==> src/rtl/serial_pattern_gen_if.sv <==
// Serial pattern generator bus.
//   master : bench/controller side. Drives EN, MODE, LOAD, LOAD_DATA and
//            observes the serial output.
//   slave  : generator side. Consumes the controls and drives Dout, Dvalid,
//            SOF and BIT_IDX.
interface serial_pattern_gen_if #(
  parameter int unsigned WORD_W = 8
);
  localparam int unsigned IDX_W = $clog2(WORD_W);

  logic              EN;         // run enable; low freezes the generator
  logic [1:0]        MODE;       // 0 pattern, 1 PRBS7, 2 alternating, 3 idle-mark
  logic              LOAD;       // one-cycle strobe: capture LOAD_DATA
  logic [WORD_W-1:0] LOAD_DATA;  // new pattern word
  logic              Dout;       // serial data bit, held for one bit period
  logic              Dvalid;     // pulse on the cycle Dout takes a new bit
  logic              SOF;        // with Dvalid when the bit is index 0 of a word
  logic [IDX_W-1:0]  BIT_IDX;    // index of the bit currently on Dout

  modport master (
    output EN, MODE, LOAD, LOAD_DATA,
    input  Dout, Dvalid, SOF, BIT_IDX
  );

  modport slave (
    input  EN, MODE, LOAD, LOAD_DATA,
    output Dout, Dvalid, SOF, BIT_IDX
  );
endinterface

==> src/rtl/serial_pattern_gen.sv <==
// Selectable serial bit-stream source for QPSK modulator bring-up.
// Sources: loadable fixed word (LSB first), PRBS7 (x^7+x^6+1), alternating
// 0/1, idle-mark (all ones). A programmable divider sets the bit period to
// DIV clock cycles; Dvalid/SOF/BIT_IDX let the I/Q mapper align to symbols
// and words.
// Ports:
//   CLK : system clock, rising edge
//   RST : synchronous reset, active-high
//   bus : serial_pattern_gen_if slave modport
//         (EN, MODE, LOAD, LOAD_DATA in; Dout, Dvalid, SOF, BIT_IDX out)
module serial_pattern_gen #(
  parameter int unsigned       WORD_W  = 8,
  parameter logic [WORD_W-1:0] PATTERN = WORD_W'(8'b01111000),
  parameter int unsigned       DIV     = 1,
  parameter int unsigned       DIV_W   = 8
) (
  input  logic                  CLK,
  input  logic                  RST,
  serial_pattern_gen_if.slave   bus
);

  localparam int unsigned      IDX_W    = $clog2(WORD_W);
  localparam logic [DIV_W-1:0] DIV_LAST = DIV_W'(DIV - 1);
  localparam logic [IDX_W-1:0] IDX_LAST = IDX_W'(WORD_W - 1);
  localparam logic [6:0]       LFSR_SEED = 7'h7F;

  typedef enum logic [1:0] {
    SRC_PATTERN = 2'd0,
    SRC_PRBS    = 2'd1,
    SRC_ALT     = 2'd2,
    SRC_MARK    = 2'd3
  } src_e;

  logic [DIV_W-1:0]  div_q,    div_d;
  logic [IDX_W-1:0]  idx_q,    idx_d;
  logic [WORD_W-1:0] shadow_q, shadow_d;
  logic [WORD_W-1:0] word_q,   word_d;
  logic [6:0]        lfsr_q,   lfsr_d;
  src_e              mode_q,   mode_d;
  logic              tog_q,    tog_d;
  logic              dout_q,   dout_d;
  logic              dvalid_q, dvalid_d;
  logic              sof_q,    sof_d;
  logic [IDX_W-1:0]  bidx_q,   bidx_d;
  logic              tick;

  always_ff @(posedge CLK) begin
    if (RST) begin
      div_q    <= '0;
      idx_q    <= '0;
      shadow_q <= PATTERN;
      word_q   <= PATTERN;
      lfsr_q   <= LFSR_SEED;
      mode_q   <= SRC_PATTERN;
      tog_q    <= 1'b0;
      dout_q   <= 1'b0;
      dvalid_q <= 1'b0;
      sof_q    <= 1'b0;
      bidx_q   <= '0;
    end else begin
      div_q    <= div_d;
      idx_q    <= idx_d;
      shadow_q <= shadow_d;
      word_q   <= word_d;
      lfsr_q   <= lfsr_d;
      mode_q   <= mode_d;
      tog_q    <= tog_d;
      dout_q   <= dout_d;
      dvalid_q <= dvalid_d;
      sof_q    <= sof_d;
      bidx_q   <= bidx_d;
    end
  end

  always_comb begin
    div_d    = div_q;
    idx_d    = idx_q;
    // shadow_d doubles as the LOAD bypass: a LOAD on a boundary tick feeds
    // LOAD_DATA straight into the word that starts on that tick.
    shadow_d = bus.LOAD ? bus.LOAD_DATA : shadow_q;
    word_d   = word_q;
    lfsr_d   = lfsr_q;
    mode_d   = mode_q;
    tog_d    = tog_q;
    dout_d   = dout_q;
    dvalid_d = 1'b0;
    sof_d    = 1'b0;
    bidx_d   = bidx_q;

    tick = bus.EN && (div_q == DIV_LAST);

    if (bus.EN) begin
      div_d = tick ? '0 : div_q + 1'b1;
    end

    if (tick) begin
      // Mode and word only change at a word boundary; the boundary bit
      // itself already uses the newly latched values.
      if (idx_q == '0) begin
        mode_d = src_e'(bus.MODE);
        word_d = shadow_d;
      end

      unique case (mode_d)
        SRC_PATTERN: dout_d = word_d[idx_q];
        SRC_PRBS: begin
          dout_d = lfsr_q[6];
          lfsr_d = (lfsr_q == '0) ? LFSR_SEED
                                  : {lfsr_q[5:0], lfsr_q[6] ^ lfsr_q[5]};
        end
        SRC_ALT: begin
          dout_d = tog_q;
          tog_d  = ~tog_q;
        end
        SRC_MARK: dout_d = 1'b1;
      endcase

      dvalid_d = 1'b1;
      sof_d    = (idx_q == '0);
      bidx_d   = idx_q;
      idx_d    = (idx_q == IDX_LAST) ? '0 : idx_q + 1'b1;
    end
  end

  assign bus.Dout    = dout_q;
  assign bus.Dvalid  = dvalid_q;
  assign bus.SOF     = sof_q;
  assign bus.BIT_IDX = bidx_q;

endmodule
==> src/flat_wrapper.sv <==
// flat-port wrapper written by rule: the top's interface ports become plain ports
module serial_pattern_gen_flat 
#(
  parameter int unsigned       WORD_W  = 8,
  parameter logic [WORD_W-1:0] PATTERN = WORD_W'(8'b01111000),
  parameter int unsigned       DIV     = 1,
  parameter int unsigned       DIV_W   = 8
)
  (CLK, RST, bus_EN, bus_MODE, bus_LOAD, bus_LOAD_DATA, bus_Dout, bus_Dvalid, bus_SOF, bus_BIT_IDX);
  serial_pattern_gen_if #(.WORD_W(WORD_W)) bus_i ();
  input  logic CLK;
  input  logic RST;
  input wire logic [$bits(bus_i.EN)-1:0] bus_EN;
  input wire logic [$bits(bus_i.MODE)-1:0] bus_MODE;
  input wire logic [$bits(bus_i.LOAD)-1:0] bus_LOAD;
  input wire logic [$bits(bus_i.LOAD_DATA)-1:0] bus_LOAD_DATA;
  output wire logic [$bits(bus_i.Dout)-1:0] bus_Dout;
  output wire logic [$bits(bus_i.Dvalid)-1:0] bus_Dvalid;
  output wire logic [$bits(bus_i.SOF)-1:0] bus_SOF;
  output wire logic [$bits(bus_i.BIT_IDX)-1:0] bus_BIT_IDX;
  assign bus_i.EN = bus_EN;
  assign bus_i.MODE = bus_MODE;
  assign bus_i.LOAD = bus_LOAD;
  assign bus_i.LOAD_DATA = bus_LOAD_DATA;
  assign bus_Dout = bus_i.Dout;
  assign bus_Dvalid = bus_i.Dvalid;
  assign bus_SOF = bus_i.SOF;
  assign bus_BIT_IDX = bus_i.BIT_IDX;
  serial_pattern_gen #(.WORD_W(WORD_W), .PATTERN(PATTERN), .DIV(DIV), .DIV_W(DIV_W)) u_core (.CLK(CLK), .RST(RST), .bus(bus_i));
endmodule
==> config.mk <==
export PLATFORM = sky130hd
export DESIGN_NAME = serial_pattern_gen_flat
export DESIGN_NICKNAME = d
export VERILOG_FILES = /design/src/rtl/serial_pattern_gen_if.sv /design/src/rtl/serial_pattern_gen.sv /design/src/flat_wrapper.sv
export SDC_FILE = /design/constraint.sdc
export NUM_CORES = 1
export LEC_CHECK = 0
export BUFFER_PORTS_ARGS = -buffer_cell sky130_fd_sc_hd__buf_2
export CORE_ASPECT_RATIO = 1.1
export CORE_MARGIN = 4
export CORE_UTILIZATION = 62
export DETAILED_ROUTE_END_ITERATION = 8
export PLACE_DENSITY = 0.91
export SYNTH_ARGS = -nofsm -noshare
export SYNTH_HDL_FRONTEND = slang
export SYNTH_SLANG_ARGS = --single-unit
==> constraint.sdc <==
create_clock -name CLK -period 4.4 [get_ports CLK]
set_clock_uncertainty 0.2 [all_clocks]
set_input_delay 0.44 -clock CLK [delete_from_list [all_inputs] [get_ports CLK]]
set_output_delay 0.44 -clock CLK [all_outputs]
set_load 0.03 [all_outputs]
==> impl_metrics.env <==
export IMPL_ys_top_cells_by_area="dfxtp_1 44%, mux2i_1 6.2%, nor2_1 5.8%"
export IMPL_clk_pin_slew_ns=0.12
export IMPL_worstPathRequired_ns=4.48
export IMPL_reg2reg_from="u_core.idx_q[0]$_SDFFE_PP0P_"
export IMPL_area_growth_pct=5.71
export IMPL_cts_tree="yes"
export IMPL_grt_overflow=0
export IMPL_tightestPinTransition_ns=0.685
export IMPL_crit_type="reg2reg"
export IMPL_synth_top_family_by_area="simple AND/OR/NAND/NOR gates"
export IMPL_switchingPower_uw=207
export IMPL_hold_buffers=0
export IMPL_worstPathArrival_ns=2.64
export IMPL_synth_area_mux_share_pct=9.04
export IMPL_critical_path_top_delay_family="compound AO/OA/AOI/OAI gates"
export IMPL_ys_seq_elements=43
export IMPL_rsz0062_at_grt="no"
export IMPL_drc=0
export IMPL_p_leak_uw=0.000865
export IMPL_routed_wl_um=3350
export IMPL_max_freq_mhz=390
export IMPL_outcome="completed"
export IMPL_synth_fa_ha_area_share_pct=3.21
export IMPL_clk_path_buf_depth=2
export IMPL_syn_area_mm2=0.00195
export IMPL_cts_root_buf="clkbuf_4"
export IMPL_synth_ff_type="dfxtp_1"
export IMPL_antenna_cells=0
export IMPL_dr_pass1_iters=4
export IMPL_synth_fp_nets=232
export IMPL_grt_pass1_wl_um=5660
export IMPL_core_mm2=0.00302
export IMPL_vdd_drop_max_v=0.000254
export IMPL_start_kind="register"
export IMPL_hold_start="bus_LOAD_DATA[4]"
export IMPL_seq_area_frac_synth_pct=44.1
export IMPL_pin_count=20
export IMPL_synth_warnings=0
export IMPL_hold_slack_ns=0.132
export IMPL_yosysTopAreaCellShare_pct=44.1
export IMPL_power_frac_comb_pct=16.5
export IMPL_grt_pass1_vias=1389
export IMPL_htree_levels=2
export IMPL_rr_endpoint="u_core.bus.Dout$_SDFFE_PP0P_"
export IMPL_layout_drive_gt1_share_pct=17.3
export IMPL_clock_latency_ns=0.35
export IMPL_ant_nets=0
export IMPL_ff2ff_path_depth=7
export IMPL_slew_headroom_pct=54.3
export IMPL_hpwl_um=2430
export IMPL_wl_met3_um=171
export IMPL_power_share_clock_pct=25.0
export IMPL_layout_nets=244
export IMPL_synth_compound_area_share_pct=11.9
export IMPL_cts_sinks=43
export IMPL_drtIter0Drc=49
export IMPL_via_per_inst=5.76
export IMPL_via_count=1498
export IMPL_grt_max_degree=43
export IMPL_wl_per_cell_um=12.9
export IMPL_synth_cell_types=42
export IMPL_grt_antenna_before_repair=0
export IMPL_internal_power_uw=521
export IMPL_async_reset_ff_share_pct=0
export IMPL_initial_core_util_pct=64.6
export IMPL_dr_wl_met2_um=1640
export IMPL_period_share_pct=58.3
export IMPL_gp_congestion=0.822
export IMPL_hold_class="in2reg"
export IMPL_dieHeight_um=66.8
export IMPL_slowest_delay_ns=0.44
export IMPL_swShare_pct=28.5
export IMPL_io_buffer_count=19
export IMPL_hold_end="u_core.shadow_q[4]$_SDFF_PP1_"
export IMPL_synth_top_area_cell="dfxtp_1"
export IMPL_synth_edf_count=0
export IMPL_synthCells=213
export IMPL_post_cts_setup_buffers=0
export IMPL_rrSetupSlack_ns=1.83
export IMPL_die_w_um=61.5
export IMPL_path_cells="inv_1 -> ha_1 -> nor2b_4 -> mux2i_4 -> o2111ai_1 -> a2111o_1 -> a211oi_2"
export IMPL_period_minus_slack_ns=2.57
export IMPL_seqPwrFrac_pct=58.5
export IMPL_track_usage_pct=18.5
export IMPL_final_setup_viol_count=0
export IMPL_ctsResizeCount=0
export IMPL_top_layer="met4"
export IMPL_endpoint_kind="register"
export IMPL_postLayoutCoreUtil_pct=68.2
export IMPL_yosys_area_share_simple_pct=23.3
export IMPL_holdPathStages=3
export IMPL_synth_xor_area_share_pct=3.59
export IMPL_syn_area_per_cell_um2=9.16
export IMPL_cp_num_buf_inv=1
export IMPL_num_rows=21
export IMPL_nFillCells=222
export IMPL_finalHoldViolations=0
export IMPL_setup_tns_ns=0
export IMPL_die_area_mm2=0.00411
export IMPL_numCtsBuffers=5
export IMPL_path_max_fanout=11
export IMPL_slowest_stage="dfxtp_1"
export IMPL_met1Wirelength_um=1490
export IMPL_maxCapViolations=0
export IMPL_power_density_mw_per_mm2=353
export IMPL_slew_viol_final=0
-- cell families after synthesis --
kind of cell,after synthesis
compound gates,32
xor+xnor,8
fa+ha+maj,5
buf+inv,18
flops,43
mux,16
simple gates,91
-- cells in the final DEF (no fill, tap or decap), drive strengths merged, types with 4 or more instances in the layout --
master	synthesis	routed
dfxtp	43	43
nor2	30	30
buf	7	19
nand2	18	18
nor3	16	16
mux2i	13	13
a21oi	9	9
nand2b	7	7
o21bai	7	7
nand3	5	5
ha	5	5
clkbuf	7	5
inv	4	4
xor2	4	4
xnor2	4	4
a211o	4	4
-- registers in the layout, summed over array words and instances (netlist names), 2 cells and up --
| register | cells |
|---|---|
| u_core.div_q | 8 |
| u_core.word_q | 8 |
| u_core.shadow_q | 8 |
| u_core.lfsr_q | 7 |
| u_core.idx_q | 3 |
| u_core.bus.BIT_IDX | 3 |
| u_core.mode_q | 2 |
-- through the flow --
step                cell area, µm²  std cells  worst slack [ns]  power [µW]
finish                        2060        260              1.83         729
global route                  2060        260              1.56         768
CTS                           2060        260              1.83         736
detailed placement            2010        252              1.88         556
global placement              2010        252              1.88         551
floorplan                     1950        213              2.11         533
-- area by class of cell --
cell class | instances | area (µm²) | share of cell area (%)
Tap cell | 34 | 42.5 | 2.06
Clock inverter | 3 | 15.0 | 0.728
Multi-Input combinational cell | 152 | 996 | 48.3
Inverter | 4 | 15.0 | 0.728
Sequential cell | 43 | 861 | 41.7
Timing Repair Buffer | 19 | 95.1 | 4.61
Clock buffer | 5 | 37.5 | 1.82
-- power groups by stage --
| stage | clock (µW) | combinational, µW | sequential, µW |
|---|---|---|---|
| floorplan | 0 | 97.7 | 436 |
| global placement | 0 | 117 | 434 |
| detailed placement | 0 | 121 | 435 |
| CTS | 189 | 121 | 426 |
| global route | 205 | 135 | 429 |
| finish | 182 | 120 | 426 |
-- worst min-delay path, cell delays in order --
cell and delay (ns):
buf_2 0.07, mux2i_1 0.07, nand2b_1 0.07
-- Yosys cell counts, types with 2 or more instances --
cell / count
dfxtp_1: 43
nor2_1: 30
nand2_1: 18
nor3_1: 16
mux2i_1: 12
a21oi_1: 9
clkbuf_1: 7
nand2b_1: 7
o21bai_1: 7
ha_1: 5
nand3_1: 5
a211o_1: 4
inv_1: 4
xnor2_1: 4
xor2_1: 4
buf_2: 3
mux2_2: 3
a211oi_1: 2
buf_4: 2
buf_6: 2
nand4_1: 2
nor2b_1: 2
o21ai_0: 2
o22ai_1: 2
-- worst max-delay path by stage --
stage                                            start                       endpoint  cells after the start
after floorplan           u_core.idx_q[0]$_SDFFE_PP0P_   u_core.bus.Dout$_SDFFE_PP0P_                      9
after global placement    u_core.idx_q[0]$_SDFFE_PP0P_   u_core.bus.Dout$_SDFFE_PP0P_                      7
after global routing      u_core.div_q[0]$_SDFFE_PP0P_  u_core.lfsr_q[2]$_SDFFE_PP1P_                      7
after detailed placement  u_core.idx_q[0]$_SDFFE_PP0P_   u_core.bus.Dout$_SDFFE_PP0P_                      7
after CTS                 u_core.idx_q[0]$_SDFFE_PP0P_   u_core.bus.Dout$_SDFFE_PP0P_                      7
final                     u_core.idx_q[0]$_SDFFE_PP0P_   u_core.bus.Dout$_SDFFE_PP0P_                      7
-- metal layers --
| metal | vias to the layer above | global-route usage [%] |
|---|---|---|
| li1 | 763 | - |
| met1 | 699 | 20.5 |
| met2 | 29 | 31.8 |
| met3 | 7 | 6.40 |
| met4 | 0 | 6.37 |
| met5 | - | 0 |
Power figures use the tool's default switching activity.
